### config.mk
export PLATFORM = sky130hd
export DESIGN_NAME = ddr_line_read_sched_flat
export DESIGN_NICKNAME = d
export VERILOG_FILES = /design/src/rtl/ddr_line_read_sched_pkg.sv /design/src/rtl/ddr_line_read_sched_if.sv /design/src/rtl/ddr_line_read_sched_line_req_ctrl.sv /design/src/rtl/ddr_line_read_sched.sv /design/src/flat_wrapper.sv
export SDC_FILE = /design/constraint.sdc
export NUM_CORES = 1
export LEC_CHECK = 0
export CORE_ASPECT_RATIO = 0.5
export CORE_MARGIN = 3
export CORE_UTILIZATION = 30
export CTS_BUF_LIST = sky130_fd_sc_hd__clkbuf_8
export CTS_CLUSTER_SIZE = 24
export DETAILED_ROUTE_END_ITERATION = 6
export PLACE_DENSITY = 0.62
export SYNTH_ARGS = -nofsm -noshare
export SYNTH_HDL_FRONTEND = slang
export SYNTH_SLANG_ARGS = --single-unit
### constraint.sdc
create_clock -name rd_clk -period 3.1 [get_ports rd_clk]
set_input_delay 0.62 -clock rd_clk [delete_from_list [all_inputs] [get_ports rd_clk]]
set_output_delay 0.62 -clock rd_clk [all_outputs]
set_load 0.005 [all_outputs]
### src/rtl/ddr_line_read_sched_pkg.sv
// Shared types and constants for the display-path DDR line read scheduler.
package ddr_rd_sched_pkg;

  typedef enum logic [1:0] {
    IDLE  = 2'd0,
    PRIME = 2'd1,
    RUN   = 2'd2,
    ABORT = 2'd3
  } sched_state_t;

  // Lines the scheduler may have requested ahead of the line being displayed.
  localparam int MAX_OUTSTANDING = 2;

endpackage

### src/rtl/ddr_line_read_sched_if.sv
// DDR line request handshake plus prefetch FIFO read port, seen from the scheduler.
interface ddr_line_read_sched_if #(
  parameter int DATA_W = 32,
  parameter int LINE_W = 12
);
  logic              line_req;
  logic [LINE_W-1:0] line_req_addr;
  logic              line_ack;
  logic              fifo_rd_en;
  logic              fifo_rd_vld;
  logic [DATA_W-1:0] fifo_rd_data;

  modport master (
    output line_req, line_req_addr, fifo_rd_en,
    input  line_ack, fifo_rd_vld, fifo_rd_data
  );

  modport slave (
    input  line_req, line_req_addr, fifo_rd_en,
    output line_ack, fifo_rd_vld, fifo_rd_data
  );
endinterface

### src/rtl/ddr_line_read_sched_line_req_ctrl.sv
// Line request handshake: holds req/addr until ack and limits lines in flight ahead of display.
module line_req_ctrl
  import ddr_rd_sched_pkg::*;
#(
  parameter int V_ACTIVE = 720,
  parameter int LINE_W   = 12
) (
  input  logic              rd_clk,
  input  logic              rd_rst,
  input  logic              i_trig_en,
  input  logic              i_clr,
  input  logic [LINE_W-1:0] i_line_cnt,
  input  logic              i_ack,
  output logic              o_req,
  output logic [LINE_W-1:0] o_req_addr
);
  localparam logic [LINE_W-1:0] C_V_ACTIVE = LINE_W'(V_ACTIVE);
  localparam logic [LINE_W:0]   C_MAX_OUT  = (LINE_W+1)'(MAX_OUTSTANDING);

  logic              r_req;
  logic [LINE_W-1:0] r_req_addr;
  logic [LINE_W-1:0] r_req_cnt;
  logic              w_room;
  logic              w_trig;

  // Written as req < line + max so a display running ahead of data never wraps the check.
  assign w_room = {1'b0, r_req_cnt} < ({1'b0, i_line_cnt} + C_MAX_OUT);
  assign w_trig = i_trig_en & ~r_req & (r_req_cnt < C_V_ACTIVE) & w_room;

  always_ff @(posedge rd_clk or posedge rd_rst) begin
    if (rd_rst) begin
      r_req      <= 1'b0;
      r_req_addr <= '0;
      r_req_cnt  <= '0;
    end else begin
      if (r_req && i_ack) begin
        r_req     <= 1'b0;
        r_req_cnt <= r_req_cnt + 1'b1;
      end else if (w_trig) begin
        r_req      <= 1'b1;
        r_req_addr <= r_req_cnt;
      end
      if (i_clr) r_req_cnt <= '0;
    end
  end

  assign o_req      = r_req;
  assign o_req_addr = r_req_addr;
endmodule

### src/rtl/ddr_line_read_sched.sv
// Pixel-domain read scheduler: paces DDR line requests, pops the prefetch FIFO under de_in.
//   IDLE  | waiting for frame start
//   PRIME | clearing line/request counters
//   RUN   | requesting lines and displaying pixels
//   ABORT | frame cut short, waiting for the in-flight request's ack
module ddr_line_read_sched
  import ddr_rd_sched_pkg::*;
#(
  parameter int H_ACTIVE = 1280,
  parameter int V_ACTIVE = 720,
  parameter int DATA_W   = 32,
  parameter int LINE_W   = 12,
  parameter int PIX_W    = 12
) (
  input  logic                 rd_clk,
  input  logic                 rd_rst,
  input  logic                 i_vs_in,
  input  logic                 i_de_in,
  ddr_line_read_sched_if.master bus,
  output logic                 o_pix_de,
  output logic [DATA_W-1:0]    o_pix_data,
  output logic                 o_underflow,
  output logic                 o_frame_abort,
  output logic                 o_frame_done
);
  localparam logic [LINE_W-1:0] C_LAST_LINE = LINE_W'(V_ACTIVE - 1);
  localparam logic [PIX_W-1:0]  C_H_ACTIVE  = PIX_W'(H_ACTIVE);

  sched_state_t      r_state, w_state_nxt;
  logic              r_de_d;
  logic [PIX_W-1:0]  r_pix_cnt;
  logic [LINE_W-1:0] r_line_cnt;
  logic              r_pix_de;
  logic [DATA_W-1:0] r_pix_data;
  logic              r_underflow, r_frame_abort, r_frame_done;
  logic              w_run, w_clr, w_fall, w_done, w_abort, w_uf_set, w_trig_en;
  logic              w_req;
  logic [LINE_W-1:0] w_req_addr;

  assign w_run   = (r_state == RUN);
  assign w_clr   = (r_state == PRIME);
  assign w_fall  = r_de_d & ~i_de_in;
  assign w_done  = w_run & w_fall & (r_line_cnt == C_LAST_LINE);
  // line_cnt is always below V_ACTIVE while in RUN, so any vs_in there aborts.
  assign w_abort = w_run & i_vs_in & ~w_done;
  assign w_uf_set = w_run & ((i_de_in & ~bus.fifo_rd_vld) |
                             (w_fall & (r_pix_cnt != C_H_ACTIVE)));
  assign w_trig_en = w_run & (w_state_nxt == RUN);

  always_ff @(posedge rd_clk or posedge rd_rst) begin
    if (rd_rst) r_state <= IDLE;
    else        r_state <= w_state_nxt;
  end

  always_comb begin
    w_state_nxt = r_state;
    case (r_state)
      IDLE:  if (i_vs_in) w_state_nxt = PRIME;
      PRIME: w_state_nxt = RUN;
      RUN: begin
        if (w_done)       w_state_nxt = IDLE;
        else if (w_abort) w_state_nxt = (w_req && !bus.line_ack) ? ABORT : PRIME;
      end
      ABORT: if (bus.line_ack) w_state_nxt = PRIME;
      default: w_state_nxt = IDLE;
    endcase
  end

  line_req_ctrl #(
    .V_ACTIVE(V_ACTIVE),
    .LINE_W  (LINE_W)
  ) u_line_req_ctrl (
    .rd_clk    (rd_clk),
    .rd_rst    (rd_rst),
    .i_trig_en (w_trig_en),
    .i_clr     (w_clr),
    .i_line_cnt(r_line_cnt),
    .i_ack     (bus.line_ack),
    .o_req     (w_req),
    .o_req_addr(w_req_addr)
  );

  always_ff @(posedge rd_clk or posedge rd_rst) begin
    if (rd_rst) begin
      r_de_d        <= 1'b0;
      r_pix_cnt     <= '0;
      r_line_cnt    <= '0;
      r_pix_de      <= 1'b0;
      r_pix_data    <= '0;
      r_underflow   <= 1'b0;
      r_frame_abort <= 1'b0;
      r_frame_done  <= 1'b0;
    end else begin
      r_de_d        <= i_de_in;
      r_pix_de      <= i_de_in;
      r_pix_data    <= (i_de_in && bus.fifo_rd_vld) ? bus.fifo_rd_data : '0;
      r_underflow   <= w_uf_set | (r_underflow & ~i_vs_in);
      r_frame_abort <= w_abort;
      r_frame_done  <= w_done;
      if (w_clr) begin
        r_pix_cnt  <= '0;
        r_line_cnt <= '0;
      end else if (w_run) begin
        if (w_fall) begin
          r_pix_cnt  <= '0;
          r_line_cnt <= r_line_cnt + 1'b1;
        end else if (i_de_in) begin
          r_pix_cnt <= r_pix_cnt + 1'b1;
        end
      end
    end
  end

  assign bus.line_req      = w_req;
  assign bus.line_req_addr = w_req_addr;
  assign bus.fifo_rd_en    = w_run & i_de_in & bus.fifo_rd_vld;
  assign o_pix_de          = r_pix_de;
  assign o_pix_data        = r_pix_data;
  assign o_underflow       = r_underflow;
  assign o_frame_abort     = r_frame_abort;
  assign o_frame_done      = r_frame_done;
endmodule
### src/flat_wrapper.sv
// flat-port wrapper written by rule: the top's interface ports become plain ports
module ddr_line_read_sched_flat import ddr_rd_sched_pkg::*;
#(
  parameter int H_ACTIVE = 1280,
  parameter int V_ACTIVE = 720,
  parameter int DATA_W   = 32,
  parameter int LINE_W   = 12,
  parameter int PIX_W    = 12
)
  (rd_clk, rd_rst, i_vs_in, i_de_in, o_pix_de, o_pix_data, o_underflow, o_frame_abort, o_frame_done, bus_line_req, bus_line_req_addr, bus_fifo_rd_en, bus_line_ack, bus_fifo_rd_vld, bus_fifo_rd_data);
  ddr_line_read_sched_if #(.DATA_W(DATA_W), .LINE_W(LINE_W)) bus_i ();
  input  logic rd_clk;
  input  logic rd_rst;
  input  logic i_vs_in;
  input  logic i_de_in;
  output logic o_pix_de;
  output logic [DATA_W-1:0] o_pix_data;
  output logic o_underflow;
  output logic o_frame_abort;
  output logic o_frame_done;
  output wire logic [$bits(bus_i.line_req)-1:0] bus_line_req;
  output wire logic [$bits(bus_i.line_req_addr)-1:0] bus_line_req_addr;
  output wire logic [$bits(bus_i.fifo_rd_en)-1:0] bus_fifo_rd_en;
  input wire logic [$bits(bus_i.line_ack)-1:0] bus_line_ack;
  input wire logic [$bits(bus_i.fifo_rd_vld)-1:0] bus_fifo_rd_vld;
  input wire logic [$bits(bus_i.fifo_rd_data)-1:0] bus_fifo_rd_data;
  assign bus_line_req = bus_i.line_req;
  assign bus_line_req_addr = bus_i.line_req_addr;
  assign bus_fifo_rd_en = bus_i.fifo_rd_en;
  assign bus_i.line_ack = bus_line_ack;
  assign bus_i.fifo_rd_vld = bus_fifo_rd_vld;
  assign bus_i.fifo_rd_data = bus_fifo_rd_data;
  ddr_line_read_sched #(.H_ACTIVE(H_ACTIVE), .V_ACTIVE(V_ACTIVE), .DATA_W(DATA_W), .LINE_W(LINE_W), .PIX_W(PIX_W)) u_core (.rd_clk(rd_clk), .rd_rst(rd_rst), .i_vs_in(i_vs_in), .i_de_in(i_de_in), .bus(bus_i), .o_pix_de(o_pix_de), .o_pix_data(o_pix_data), .o_underflow(o_underflow), .o_frame_abort(o_frame_abort), .o_frame_done(o_frame_done));
endmodule
==> run metrics <==
run status finished, final reports clean; MaxCap Viol Count 0; IO Port Bufs 87; cts bufs inserted 9; Max Slew Vio Count 0; TritonRoute pass-1 iters 4; Clock Pin Slew Worst Setup and Hold Paths about 0.090 ns; Worst Path Class, Setup reg2reg; initial antenna violation count 0; Slew @ Worst Pin between 0.6 and 0.7 ns; num ports 88; fin crit share roughly 90%; Starting Density 31.72%; first-pass GRT wire length 15.86 mm; synthesized netlist cell count between 300 and 400; final hold slack 0.4874 ns; RSZ-0062 raised after global routing no; clk buf depth 2; fin crit period 2.854 ns; Final Hold Fails 0; CP max FO 13; CTS tree yes; post-synthesis instance area 4155 µm²; Routed WL per cell 13.92 µm; Final setup viols 0; n_diodes 0; chip width 172.4 µm; Area after DPL ~5300 µm²; hold buffers post-CTS 0; worst skew pair latency roughly 0.35 ns; total track usage a little over an eighth; routability cong. around 0.84; Pwr Total around 2.9 mW; largest cells by area after synthesis dfrtp_1 (52%), ha_1 (6.0%), and3_1 (5.4%); fill count 1303; area leader, netlist dfrtp_1; Reg-to-Reg Start u_core.r_line_cnt[1]; final setup TNS 0 ns; number of nets with antenna violations after routing 0; final core area utilization approximately two fifths; hold wc startpoint u_core.u_line_req_ctrl.o_req_addr[11]; total wire length between 9 and 10 mm; Max transition margin between 50% and 60%; Setup Skew about 0.0081 ns; fmax between 300 and 400 MHz; Area Overhead vs Synth 31.92%; via/cell ratio ~4.7; FF+latch count, synth 87; Critical Path Start u_core.r_line_cnt[1]; worst hold stages 1; DR vias ~3100; Site Rows 29; register area share after synthesis between 50% and 60%; die extent in y between 80 and 90 µm; CTS resizes 0; syn avg cell area ~11 µm²; ratio of cells with drive above 1 in the final layout 9.129%; post-synthesis cell type count 49; Syn. warnings 0; HP Class reg2reg; Pleak ~2.5 nW; VDD IR-drop max between 0.15 and 0.2 mV; CP Capture Type register; clock sinks 87; Design Area, Final approximately 5500 µm²; total gr overflow 0; DR DRC count 0; syn nets 447; core area 13100 µm²; Reg2Reg Depth 11; Req. time, crit path 3.34 ns; H-tree depth 3; vias in the first global route roughly 3100; HPWL after DPL 6.589 mm; postcts setup bufs 0; largest net degree at the start of global routing between 80 and 90; critical path arrival roughly 3.1 ns; critical path launch point type register; Nets between 500 and 600; Initial DRC Count 195; die area between 15000 and 20000 µm²; clock root buffer clkbuf_8; Pwr Density 524.5 nW/µm²; post-synth top area share about 52%
-- cells by family (layout without fill, tap and decap cells) --
kind of cell | Yosys count | count (layout) | share of synthesized area, %
simple gates | 158 | 158 | 20.78
flops | 87 | 87 | 52.39
compound gates | 47 | 47 | 7.137
buf+inv | 35 | 128 | 3.523
xor+xnor | 31 | 31 | 6.534
fa+ha+maj | 20 | 20 | 6.022
mux | 11 | 11 | 3.613
-- cell usage after synthesis (all sizes together) --
cell,instances
nor4bb,1
inv,17
o21a,3
xnor2,20
mux2,11
nand4b,1
o32ai,2
nand4bb,1
buf,6
o21ai,16
dfrtp,87
nor2,38
nand3b,1
nor3,8
o21bai,1
a211oi,1
nor4b,4
nand2b,3
nand3,14
a21oi,14
or3,9
and4,4
a211o,1
xor2,11
o2111ai,1
and2,5
and3,36
o22a,1
nor2b,1
a32oi,1
a22oi,1
o211ai,3
nand4,10
ha,20
clkbuf,12
nand2,21
or4,1
o22ai,2
-- area by class of cell --
cell class | instances | area, µm² | area share [%]
Clock buffer | 10 | 137.6 | 2.511
Tap cell | 186 | 232.7 | 4.246
Inverter | 17 | 65.06 | 1.187
Timing Repair Buffer | 95 | 943.4 | 17.21
Clock inverter | 6 | 91.34 | 1.666
Multi-Input combinational cell | 267 | 1834 | 33.46
Sequential cell | 87 | 2177 | 39.72
-- flip-flops by register name (all words and copies together) (netlist names) --
signal / flops
u_core.o_underflow: 1
u_core.o_frame_done: 1
u_core.o_frame_abort: 1
u_core.o_pix_data: 32
u_core.r_state: 2
u_core.r_pix_cnt: 12
u_core.u_line_req_ctrl.r_req_cnt: 12
u_core.r_de_d: 1
u_core.r_line_cnt: 12
u_core.u_line_req_ctrl.o_req: 1
u_core.u_line_req_ctrl.o_req_addr: 12
-- worst max-delay path, cell delays in order, from the launching register on --
cell       delay (ns)
dfrtp_1          0.45
ha_2             0.26
and3_1           0.22
and3_1           0.21
xnor2_1          0.20
ha_1             0.28
nand4_1          0.12
nor2_1           0.06
a211oi_1         0.28
o2111ai_2        0.12
buf_4            0.23
mux2_4           0.31
-- per-stage QoR --
stage | instances | worst slack (ns)
final | 668 | 0.2459
after global routing | 668 | 0.01588
after CTS | 668 | 0.1908
after detailed placement | 652 | 0.2106
after global placement | 652 | 0.2643
after floorplan | 389 | 0.2298
-- power by group --
part	switching, mW	leakage, nW	internal (mW)	total [mW]
clock network	0.430	0.117	0.482	0.913
registers	0.0861	1.19	1.21	1.29
logic	0.375	1.15	0.294	0.669
total	0.891	2.46	1.98	2.87
-- worst paths after layout --
path / to / slack, ns
max reg2reg: u_core.u_line_req_ctrl.o_req_addr[5] / 0.25
min: u_core.u_line_req_ctrl.o_req_addr[11] / 0.49
min in group asynchronous: u_core.o_pix_data[11] / 0.68
max in group asynchronous: u_core.u_line_req_ctrl.o_req_addr[5] / 2.06
min reg2reg: u_core.u_line_req_ctrl.o_req_addr[11] / 0.49
max: u_core.u_line_req_ctrl.o_req_addr[5] / 0.25
-- placed cells by master (no fill, tap or decap), types with 11 or more instances in the layout --
cell type	Yosys	routed
ha_1	20	19
a21oi_1	14	14
clkdlybuf4s50_1	0	87
and3_1	36	36
o21ai_0	15	15
xnor2_1	20	20
nand3_1	13	13
dfrtp_1	87	87
xor2_1	11	11
nand2_1	20	20
nor2_1	38	38
inv_1	16	15
-- routing by layer --
metal  wire [µm]  track usage [%]  part of all wire (%)  vias to the layer above
met5           0                0                     0                        -
met2        3862            19.75                    42                       86
li1            -                -                     -                     1533
met4          90            2.969                  0.97                        0
met3         773            5.919                   8.3                        9
met1        4570            17.55                    49                     1512
(Power assumes the default switching activity.)
